File: src/rtl/vram_wr_sched_pkg.sv
// Shared types and constants for the VRAM write scheduler slice.
// Latency: n/a (declarations only).
// Backpressure: n/a.
//
// Contents: default queue depth / address width, FSM state encoding and a
// ceil-log2 helper used to size pointers and the occupancy counter.
package vram_wr_sched_pkg;

    localparam int C_DEPTH_DEF = 4;
    localparam int C_AW_DEF    = 10;

    typedef enum logic [1:0] {
        S_IDLE  = 2'd0,   // queue empty
        S_WAIT  = 2'd1,   // entries pending, write window closed
        S_DRAIN = 2'd2    // entries pending, window open: pop one per cycle
    } state_t;

    // ceil(log2(v)) for v >= 1; constant-foldable at elaboration.
    function automatic int f_log2(input int v);
        int r;
        r = 0;
        for (int i = 0; i < 31; i++) begin
            if ((1 << i) < v) begin
                r = i + 1;
            end
        end
        return r;
    endfunction

endpackage

File: src/rtl/vram_wr_sched_if.sv
// CPU-side write request bus and VRAM-side write port of the scheduler.
// Latency: n/a (wiring only).
// Backpressure: none on the request side; overflow is flagged, not stalled.
//
// slave  : the scheduler (consumes CPU/window inputs, drives VRAM port + status)
// master : the CPU/video side that drives requests and observes status
interface vram_wr_sched_if #(
    parameter int C_AW    = vram_wr_sched_pkg::C_AW_DEF,
    parameter int C_DEPTH = vram_wr_sched_pkg::C_DEPTH_DEF
);
    localparam int LW = vram_wr_sched_pkg::f_log2(C_DEPTH) + 1;

    logic [7:0]      CPU_VRAM_WDs_i;
    logic [C_AW-1:0] CPU_VRAM_WAs_i;
    logic            CPU_VRAM_WE_i;
    logic            CPU_USE_i;
    logic            BLANK_i;
    logic            OVF_CLR_i;

    logic [7:0]      VRAM_WDs_o;
    logic [C_AW-1:0] VRAM_WAs_o;
    logic            VRAM_WE_o;
    logic [LW-1:0]   LEVELs_o;
    logic            BUSY_o;
    logic            OVF_o;

    modport slave (
        input  CPU_VRAM_WDs_i, CPU_VRAM_WAs_i, CPU_VRAM_WE_i,
        input  CPU_USE_i, BLANK_i, OVF_CLR_i,
        output VRAM_WDs_o, VRAM_WAs_o, VRAM_WE_o,
        output LEVELs_o, BUSY_o, OVF_o
    );

    modport master (
        output CPU_VRAM_WDs_i, CPU_VRAM_WAs_i, CPU_VRAM_WE_i,
        output CPU_USE_i, BLANK_i, OVF_CLR_i,
        input  VRAM_WDs_o, VRAM_WAs_o, VRAM_WE_o,
        input  LEVELs_o, BUSY_o, OVF_o
    );

endinterface

File: src/rtl/vram_wr_sched_fifo.sv
// Circular write queue: storage, read/write pointers and occupancy count.
// Latency: push visible at pop_dat one cycle later (no same-cycle bypass).
// Backpressure: push while full without a pop is dropped and flagged on drop.
//
// Ports: clk/rst, push/push_dat, pop -> pop_dat (head entry, combinational),
// empty, level (registered occupancy), level_nxt (occupancy after this edge),
// drop (push rejected this cycle).
module vram_wr_sched_fifo
    import vram_wr_sched_pkg::*;
#(
    parameter int C_DEPTH = C_DEPTH_DEF,
    parameter int C_DW    = C_AW_DEF + 8,
    localparam int PW     = f_log2(C_DEPTH),
    localparam int LW     = PW + 1
) (
    input  logic            clk,
    input  logic            rst,
    input  logic            push,
    input  logic [C_DW-1:0] push_dat,
    input  logic            pop,
    output logic [C_DW-1:0] pop_dat,
    output logic            empty,
    output logic [LW-1:0]   level,
    output logic [LW-1:0]   level_nxt,
    output logic            drop
);

    logic [C_DW-1:0] mem [C_DEPTH];
    logic [PW-1:0]   wr_ptr;
    logic [PW-1:0]   rd_ptr;
    logic [LW-1:0]   level_q;
    logic            full;
    logic            push_ok;
    logic            pop_ok;

    assign full    = (level_q == LW'(C_DEPTH));
    assign empty   = (level_q == '0);
    assign pop_ok  = pop & ~empty;
    // A pop in the same cycle frees the slot, so a full queue still accepts.
    assign push_ok = push & (~full | pop_ok);
    assign drop    = push & ~push_ok;
    assign pop_dat = mem[rd_ptr];
    assign level   = level_q;

    always_comb begin
        level_nxt = level_q;
        if (push_ok && !pop_ok) begin
            level_nxt = level_q + LW'(1);
        end else if (!push_ok && pop_ok) begin
            level_nxt = level_q - LW'(1);
        end
    end

    // Depth is a power of two, so the pointers wrap by natural overflow.
    always_ff @(posedge clk or posedge rst) begin
        if (rst) begin
            wr_ptr  <= '0;
            rd_ptr  <= '0;
            level_q <= '0;
        end else begin
            if (push_ok) begin
                wr_ptr <= wr_ptr + PW'(1);
            end
            if (pop_ok) begin
                rd_ptr <= rd_ptr + PW'(1);
            end
            level_q <= level_nxt;
        end
    end

    always_ff @(posedge clk) begin
        if (push_ok) begin
            mem[wr_ptr] <= push_dat;
        end
    end

endmodule

File: src/rtl/vram_wr_sched.sv
// Queues CPU VRAM writes and replays them only inside the write window.
// Latency: request to VRAM_WE_o is 2 cycles with an open window and empty queue.
// Backpressure: none; requests into a full queue are dropped and OVF_o is set.
//
// Ports: CK_i clock, SYS_R_i async active-high reset, bus (slave modport):
// CPU request (WE level, address, data), window inputs BLANK_i/CPU_USE_i,
// OVF_CLR_i; VRAM write port, LEVELs_o occupancy, BUSY_o, sticky OVF_o.
module vram_wr_sched
    import vram_wr_sched_pkg::*;
#(
    parameter int C_DEPTH = C_DEPTH_DEF,
    parameter int C_AW    = C_AW_DEF
) (
    input  logic           CK_i,
    input  logic           SYS_R_i,
    vram_wr_sched_if.slave bus
);

    localparam int LW = f_log2(C_DEPTH) + 1;
    localparam int DW = C_AW + 8;

    logic            we_q;
    logic            wr_req;
    logic            win;
    state_t          state_q;
    state_t          state_d;
    logic            pop;
    logic            pop_fire;
    logic [DW-1:0]   pop_dat;
    logic            fifo_empty;
    logic            fifo_drop;
    logic [LW-1:0]   level;
    logic [LW-1:0]   level_nxt;
    logic            vram_we_q;
    logic [C_AW-1:0] vram_wa_q;
    logic [7:0]      vram_wd_q;
    logic            busy_q;
    logic            ovf_q;

    // History resets to 1 so a WE level already high at reset release is
    // not mistaken for a fresh request.
    always_ff @(posedge CK_i or posedge SYS_R_i) begin
        if (SYS_R_i) begin
            we_q <= 1'b1;
        end else begin
            we_q <= bus.CPU_VRAM_WE_i;
        end
    end

    assign wr_req   = bus.CPU_VRAM_WE_i & ~we_q;
    assign win      = bus.BLANK_i | bus.CPU_USE_i;
    assign pop_fire = pop & ~fifo_empty;

    vram_wr_sched_fifo #(
        .C_DEPTH (C_DEPTH),
        .C_DW    (DW)
    ) u_fifo (
        .clk       (CK_i),
        .rst       (SYS_R_i),
        .push      (wr_req),
        .push_dat  ({bus.CPU_VRAM_WAs_i, bus.CPU_VRAM_WDs_i}),
        .pop       (pop_fire),
        .pop_dat   (pop_dat),
        .empty     (fifo_empty),
        .level     (level),
        .level_nxt (level_nxt),
        .drop      (fifo_drop)
    );

    always_ff @(posedge CK_i or posedge SYS_R_i) begin
        if (SYS_R_i) begin
            state_q <= S_IDLE;
        end else begin
            state_q <= state_d;
        end
    end

    // State follows the post-edge occupancy and this cycle's window, so a
    // window closing in cycle k still allows the pop already scheduled for k
    // and stops draining from k+1. A fresh push is only seen by the state
    // register after the edge, which rules out same-cycle bypass.
    always_comb begin
        state_d = S_IDLE;
        if (level_nxt != '0) begin
            state_d = win ? S_DRAIN : S_WAIT;
        end
    end

    // Pop decode kept apart from next-state logic: level_nxt depends on pop.
    assign pop = (state_q == S_DRAIN);

    always_ff @(posedge CK_i or posedge SYS_R_i) begin
        if (SYS_R_i) begin
            vram_we_q <= 1'b0;
            vram_wa_q <= '0;
            vram_wd_q <= '0;
            busy_q    <= 1'b0;
            ovf_q     <= 1'b0;
        end else begin
            vram_we_q <= pop_fire;
            if (pop_fire) begin
                {vram_wa_q, vram_wd_q} <= pop_dat;
            end
            busy_q <= (level_nxt != '0);
            // New overflow beats a simultaneous clear.
            if (fifo_drop) begin
                ovf_q <= 1'b1;
            end else if (bus.OVF_CLR_i) begin
                ovf_q <= 1'b0;
            end
        end
    end

    assign bus.VRAM_WE_o  = vram_we_q;
    assign bus.VRAM_WAs_o = vram_wa_q;
    assign bus.VRAM_WDs_o = vram_wd_q;
    assign bus.LEVELs_o   = level;
    assign bus.BUSY_o     = busy_q;
    assign bus.OVF_o      = ovf_q;

endmodule

File: src/flat_wrapper.sv
// flat-port wrapper written by rule: the top's interface ports become plain ports
module vram_wr_sched_flat import vram_wr_sched_pkg::*;
#(
    parameter int C_DEPTH = C_DEPTH_DEF,
    parameter int C_AW    = C_AW_DEF
)
  (CK_i, SYS_R_i, bus_CPU_VRAM_WDs_i, bus_CPU_VRAM_WAs_i, bus_CPU_VRAM_WE_i, bus_CPU_USE_i, bus_BLANK_i, bus_OVF_CLR_i, bus_VRAM_WDs_o, bus_VRAM_WAs_o, bus_VRAM_WE_o, bus_LEVELs_o, bus_BUSY_o, bus_OVF_o);
  vram_wr_sched_if #(.C_AW(C_AW), .C_DEPTH(C_DEPTH)) bus_i ();
  input  logic CK_i;
  input  logic SYS_R_i;
  input wire logic [$bits(bus_i.CPU_VRAM_WDs_i)-1:0] bus_CPU_VRAM_WDs_i;
  input wire logic [$bits(bus_i.CPU_VRAM_WAs_i)-1:0] bus_CPU_VRAM_WAs_i;
  input wire logic [$bits(bus_i.CPU_VRAM_WE_i)-1:0] bus_CPU_VRAM_WE_i;
  input wire logic [$bits(bus_i.CPU_USE_i)-1:0] bus_CPU_USE_i;
  input wire logic [$bits(bus_i.BLANK_i)-1:0] bus_BLANK_i;
  input wire logic [$bits(bus_i.OVF_CLR_i)-1:0] bus_OVF_CLR_i;
  output wire logic [$bits(bus_i.VRAM_WDs_o)-1:0] bus_VRAM_WDs_o;
  output wire logic [$bits(bus_i.VRAM_WAs_o)-1:0] bus_VRAM_WAs_o;
  output wire logic [$bits(bus_i.VRAM_WE_o)-1:0] bus_VRAM_WE_o;
  output wire logic [$bits(bus_i.LEVELs_o)-1:0] bus_LEVELs_o;
  output wire logic [$bits(bus_i.BUSY_o)-1:0] bus_BUSY_o;
  output wire logic [$bits(bus_i.OVF_o)-1:0] bus_OVF_o;
  assign bus_i.CPU_VRAM_WDs_i = bus_CPU_VRAM_WDs_i;
  assign bus_i.CPU_VRAM_WAs_i = bus_CPU_VRAM_WAs_i;
  assign bus_i.CPU_VRAM_WE_i = bus_CPU_VRAM_WE_i;
  assign bus_i.CPU_USE_i = bus_CPU_USE_i;
  assign bus_i.BLANK_i = bus_BLANK_i;
  assign bus_i.OVF_CLR_i = bus_OVF_CLR_i;
  assign bus_VRAM_WDs_o = bus_i.VRAM_WDs_o;
  assign bus_VRAM_WAs_o = bus_i.VRAM_WAs_o;
  assign bus_VRAM_WE_o = bus_i.VRAM_WE_o;
  assign bus_LEVELs_o = bus_i.LEVELs_o;
  assign bus_BUSY_o = bus_i.BUSY_o;
  assign bus_OVF_o = bus_i.OVF_o;
  vram_wr_sched #(.C_DEPTH(C_DEPTH), .C_AW(C_AW)) u_core (.CK_i(CK_i), .SYS_R_i(SYS_R_i), .bus(bus_i));
endmodule
File: config.mk
export PLATFORM = sky130hd
export DESIGN_NAME = vram_wr_sched_flat
export DESIGN_NICKNAME = d
export VERILOG_FILES = /design/src/rtl/vram_wr_sched_pkg.sv /design/src/rtl/vram_wr_sched_if.sv /design/src/rtl/vram_wr_sched_fifo.sv /design/src/rtl/vram_wr_sched.sv /design/src/flat_wrapper.sv
export SDC_FILE = /design/constraint.sdc
export NUM_CORES = 1
export LEC_CHECK = 0
export CORE_MARGIN = 4
export CORE_UTILIZATION = 50
export CTS_CLUSTER_SIZE = 20
export DETAILED_ROUTE_END_ITERATION = 8
export MAX_ROUTING_LAYER = met4
export PLACE_DENSITY_LB_ADDON = 0.2
export SLEW_MARGIN = 10
export SYNTH_ARGS = -nofsm -noshare
export SYNTH_HDL_FRONTEND = slang
export SYNTH_SLANG_ARGS = --single-unit
File: constraint.sdc
create_clock -name CK_i -period 2 [get_ports CK_i]
set_input_delay 0.6 -clock CK_i [delete_from_list [all_inputs] [get_ports CK_i]]
set_output_delay 0.6 -clock CK_i [all_outputs]
set_load 0.03 [all_outputs]
==> impl_results.md <==
- Status: finished, final reports clean
- Sequential area share after synthesis: a little under three quarters
- ANT cells: 0
- Setup-failing EPs final: 0
- Final Slew Violations: 0
- FP Rows: 32
- Post-route setup TNS: 0 ns
- GRT Resource Usage Total: approximately 15%
- I/O Pins: 48
- Crit path max-delay family: buffers and inverters
- #FFs+latches synth: between 100 and 150
- CTS tree: yes
- Clock Tree Buf Depth: 2
- Root Buffer: clkbuf_8
- Clk_lat worst skew: ~0.35 ns
- Clock transition at the registers of the reported paths: around 0.09 ns
- CP max stage cell: clkdlybuf4s50_1
- FMAX: 0.513 GHz
- Htree depth: 3
- Core Region: approximately 8000 um2
- NumNets Final: 300
- Comb pwr share: around two fifths
- MaxCap Viol Count: 0
- Switching Power: about 2.4 mW
- Initial antenna violation count: 0
- Placed wire-length estimate: ~4300 um
- Synth warnings: 0
- GRT overflow: 0
- Routability congestion estimate: roughly 0.8
- FF-to-FF Start: u_core.u_fifo.level[0]$_DFF_PP0_
- PnR worst setup slack: approximately 0.052 ns
- Critical path buffers and inverters: 1
- Pwr per Cell Area: ~1400 nW/um2
- Number of global-route vias before repair: around 2100
- Final Hold Vio Count: 0
- Mapped Nets: 237
- Hold-fix buffers, CTS: 0
- Die W: between 90 and 100 um
- Worst clock skew: roughly 0.01 ns
- First-pass GRT wire length: 10800 um
- Synth Flop Type: edfxtp_1
- Final Cycle Share: a little over nine tenths
- Hold slack final: roughly 0.5 ns
- Die height: between 90 and 100 um
- Sw frac: between 30% and 40%
- R2R depth: 5
- Max incr delay on CP: between 0.6 and 0.7 ns
- Slew headroom: between 70% and 80%
- FF-to-FF setup slack: 0.10 ns
- Place WS: -0.162 ns
- Asr flop ratio synth: 30.1%
- Layout cells sized above 1: between 20 and 30%
- Initial DRC count: 64
- Commonest non-fill, non-tap cells in the layout: 72 x edfxtp_1, 29 x dfrtp_1, 24 x clkdlybuf4s50_1, 18 x mux2_2, 13 x dlygate4sd2_1
- Startpoint Class: flip-flop
- Required @ worst endpoint: about 1.4 ns
- Fin util: a little over three fifths
- CP max FO: 1
- Largest net degree at the start of global routing: 24
- Post-route DRC: 0
- RSZ-0062 raised after global routing: false
- DR WL/cell: 17.1 um
- Dpl cells: 360
- Synthesized area: approximately 4100 um2
- Post-route ant nets: 0
- RR Endpoint: u_core.u_fifo.mem[3][7]$_DFFE_PP_
- Starting Density: between 50% and 60%
- Post-Layout Cell Count: approximately 380
- # clock sinks: slightly above 100
- Max IR drop VDD: around 0.00076 V
- Vias per cell: between 5 and 6
- First-pass iteration count of the detailed router: 4
- CP Capture Type: primary output
- Crit-path cells: clkdlybuf4s50_1
- Post-CTS Setup Inserts: 0
- Seq pwr share: around two fifths
- Via count: 2021
- Syn_area_per_cell: about 20 um2
- Clock share of power: roughly 18%
- Critical Path AT: approximately 1.4 ns
- Min-Delay Path Class: input pin to asynchronous set/reset pin
- Fillers: 582
- Fin crit period: 1.95 ns
- CTS buffer count: 9
- Synth-to-Final Area Change: 21.0%
- Post-synth EDFFs: 72
- Synth unique cells: just over 40
- Worst-Margin Slew: 0.414 ns
- IO buf count: 47
- Power Internal: 4.73 mW
- Routed WL: about 6400 um
- Post-Syn Instances: between 200 and 250
- Die ar.: about 10000 um2
- Kind of critical path: flip-flop to primary output
- Static Leak: roughly 1.9 nW
- Most common cell after layout, fill and taps aside: edfxtp_1
## per-layer routing
metal | part of all wire, % | GRT usage [%] | up-vias
met5 | 0 | - | -
met4 | 0.93 | 5.99 | 0
met3 | 3.9 | 3.54 | 7
met2 | 50 | 23.1 | 47
met1 | 45 | 19.6 | 1031
li1 | - | - | 936
## kinds of logic (layout without fill, tap and decap cells)
logic type / after synthesis / count (layout) / synth area share [%]
multiplexers: 36 / 36 / 15.6
XOR/XNOR: 4 / 4 / 0.854
adder cells (fa/ha/maj): 7 / 7 / 2.13
AO/OA/AOI/OAI: 12 / 12 / 2.59
buffers and inverters: 14 / 82 / 2.26
AND/OR/NAND/NOR: 30 / 30 / 4.88
flip-flops: 103 / 103 / 71.6
## worst max-delay path by stage
| stage | start | to | cells after the start |
|---|---|---|---|
| 2_1_floorplan | u_core.u_fifo.level[1]$_DFF_PP0_ | u_core.u_fifo.mem[0][0]$_DFFE_PP_ | 5 |
| 3_3_place_gp | bus_CPU_VRAM_WE_i | u_core.u_fifo.mem[3][0]$_DFFE_PP_ | 4 |
| 3_5_place_dp | bus_CPU_VRAM_WE_i | u_core.u_fifo.mem[3][3]$_DFFE_PP_ | 4 |
| 4_1_cts | u_core.bus.VRAM_WDs_o[3]$_DFFE_PP0P_ | bus_VRAM_WDs_o[3] | 1 |
| 5_1_grt | u_core.bus.VRAM_WE_o$_DFF_PP0_ | bus_VRAM_WE_o | 1 |
| 6_report | u_core.bus.VRAM_WE_o$_DFF_PP0_ | bus_VRAM_WE_o | 1 |
## worst register-to-register path: cells and delay by family (launching register included)
| family | cells | cell delay [ns] |
|---|---|---|
| compound gates | 1 | 0.25 |
| buf+inv | 1 | 0.06 |
| simple gates | 2 | 0.62 |
| fa+ha+maj | 1 | 0.28 |
| flops | 1 | 0.36 |
## power groups by stage
stage               combinational [mW]  clock [mW]  sequential [mW]
floorplan                         1.62           0             3.46
global placement                  3.03           0             2.99
detailed placement                3.05           0             3.00
CTS                               2.97        1.28             2.95
global route                      3.13        1.37             3.01
finish                            2.91        1.24             2.94
## Yosys cell counts (2+ instances only)
master    instances  area (um2)
and2_1            5        31.3
a21oi_1           2        10.0
xnor2_1           3        26.3
nor4_1            2        12.5
buf_2             2        10.0
buf_6             5        56.3
and2b_1           2        15.0
inv_1             7        26.3
dfrtp_1          30         751
mux4_2            9         203
mux4_1            9         236
mux2_2           18         203
nand2b_1          2        12.5
nand2_1           5        18.8
ha_1              7        87.6
nor3_1            2        10.0
edfxtp_1         72        2160
## registers in the layout, indices dropped and copies added (netlist names)
signal,flops
u_core.u_fifo.mem,72
u_core.bus.VRAM_WAs_o,10
u_core.bus.VRAM_WDs_o,8
u_core.u_fifo.level,3
u_core.state_q,2
u_core.u_fifo.rd_ptr,2
u_core.u_fifo.wr_ptr,2
u_core.bus.BUSY_o,1
u_core.bus.OVF_o,1
u_core.bus.VRAM_WE_o,1
u_core.we_q,1
## area by class of cell
cell class / instances / area, um2 / share of cell area (%)
Multi-Input combinational cell: 89 / 1080 / 21.9
Sequential cell: 103 / 2940 / 59.2
Timing Repair Buffer: 59 / 594 / 12.0
Tap cell: 102 / 128 / 2.57
Inverter: 7 / 26.3 / 0.529
Clock inverter: 5 / 58.8 / 1.18
Clock buffer: 11 / 131 / 2.65
## metrics by stage
step                      power [mW]  instance area [um2]
after CTS                       7.19                 4940
after global placement          6.02                 4760
after floorplan                 5.08                 4120
after detailed placement        6.05                 4760
final                           7.09                 4960
after global routing            7.50                 4960
## repair_timing
action | CTS | global route
pin swaps | 0 | 0
resized for setup | 13 | 10
endpoints found under the setup margin | 13 | 10
Power figures use the tool's default switching activity.
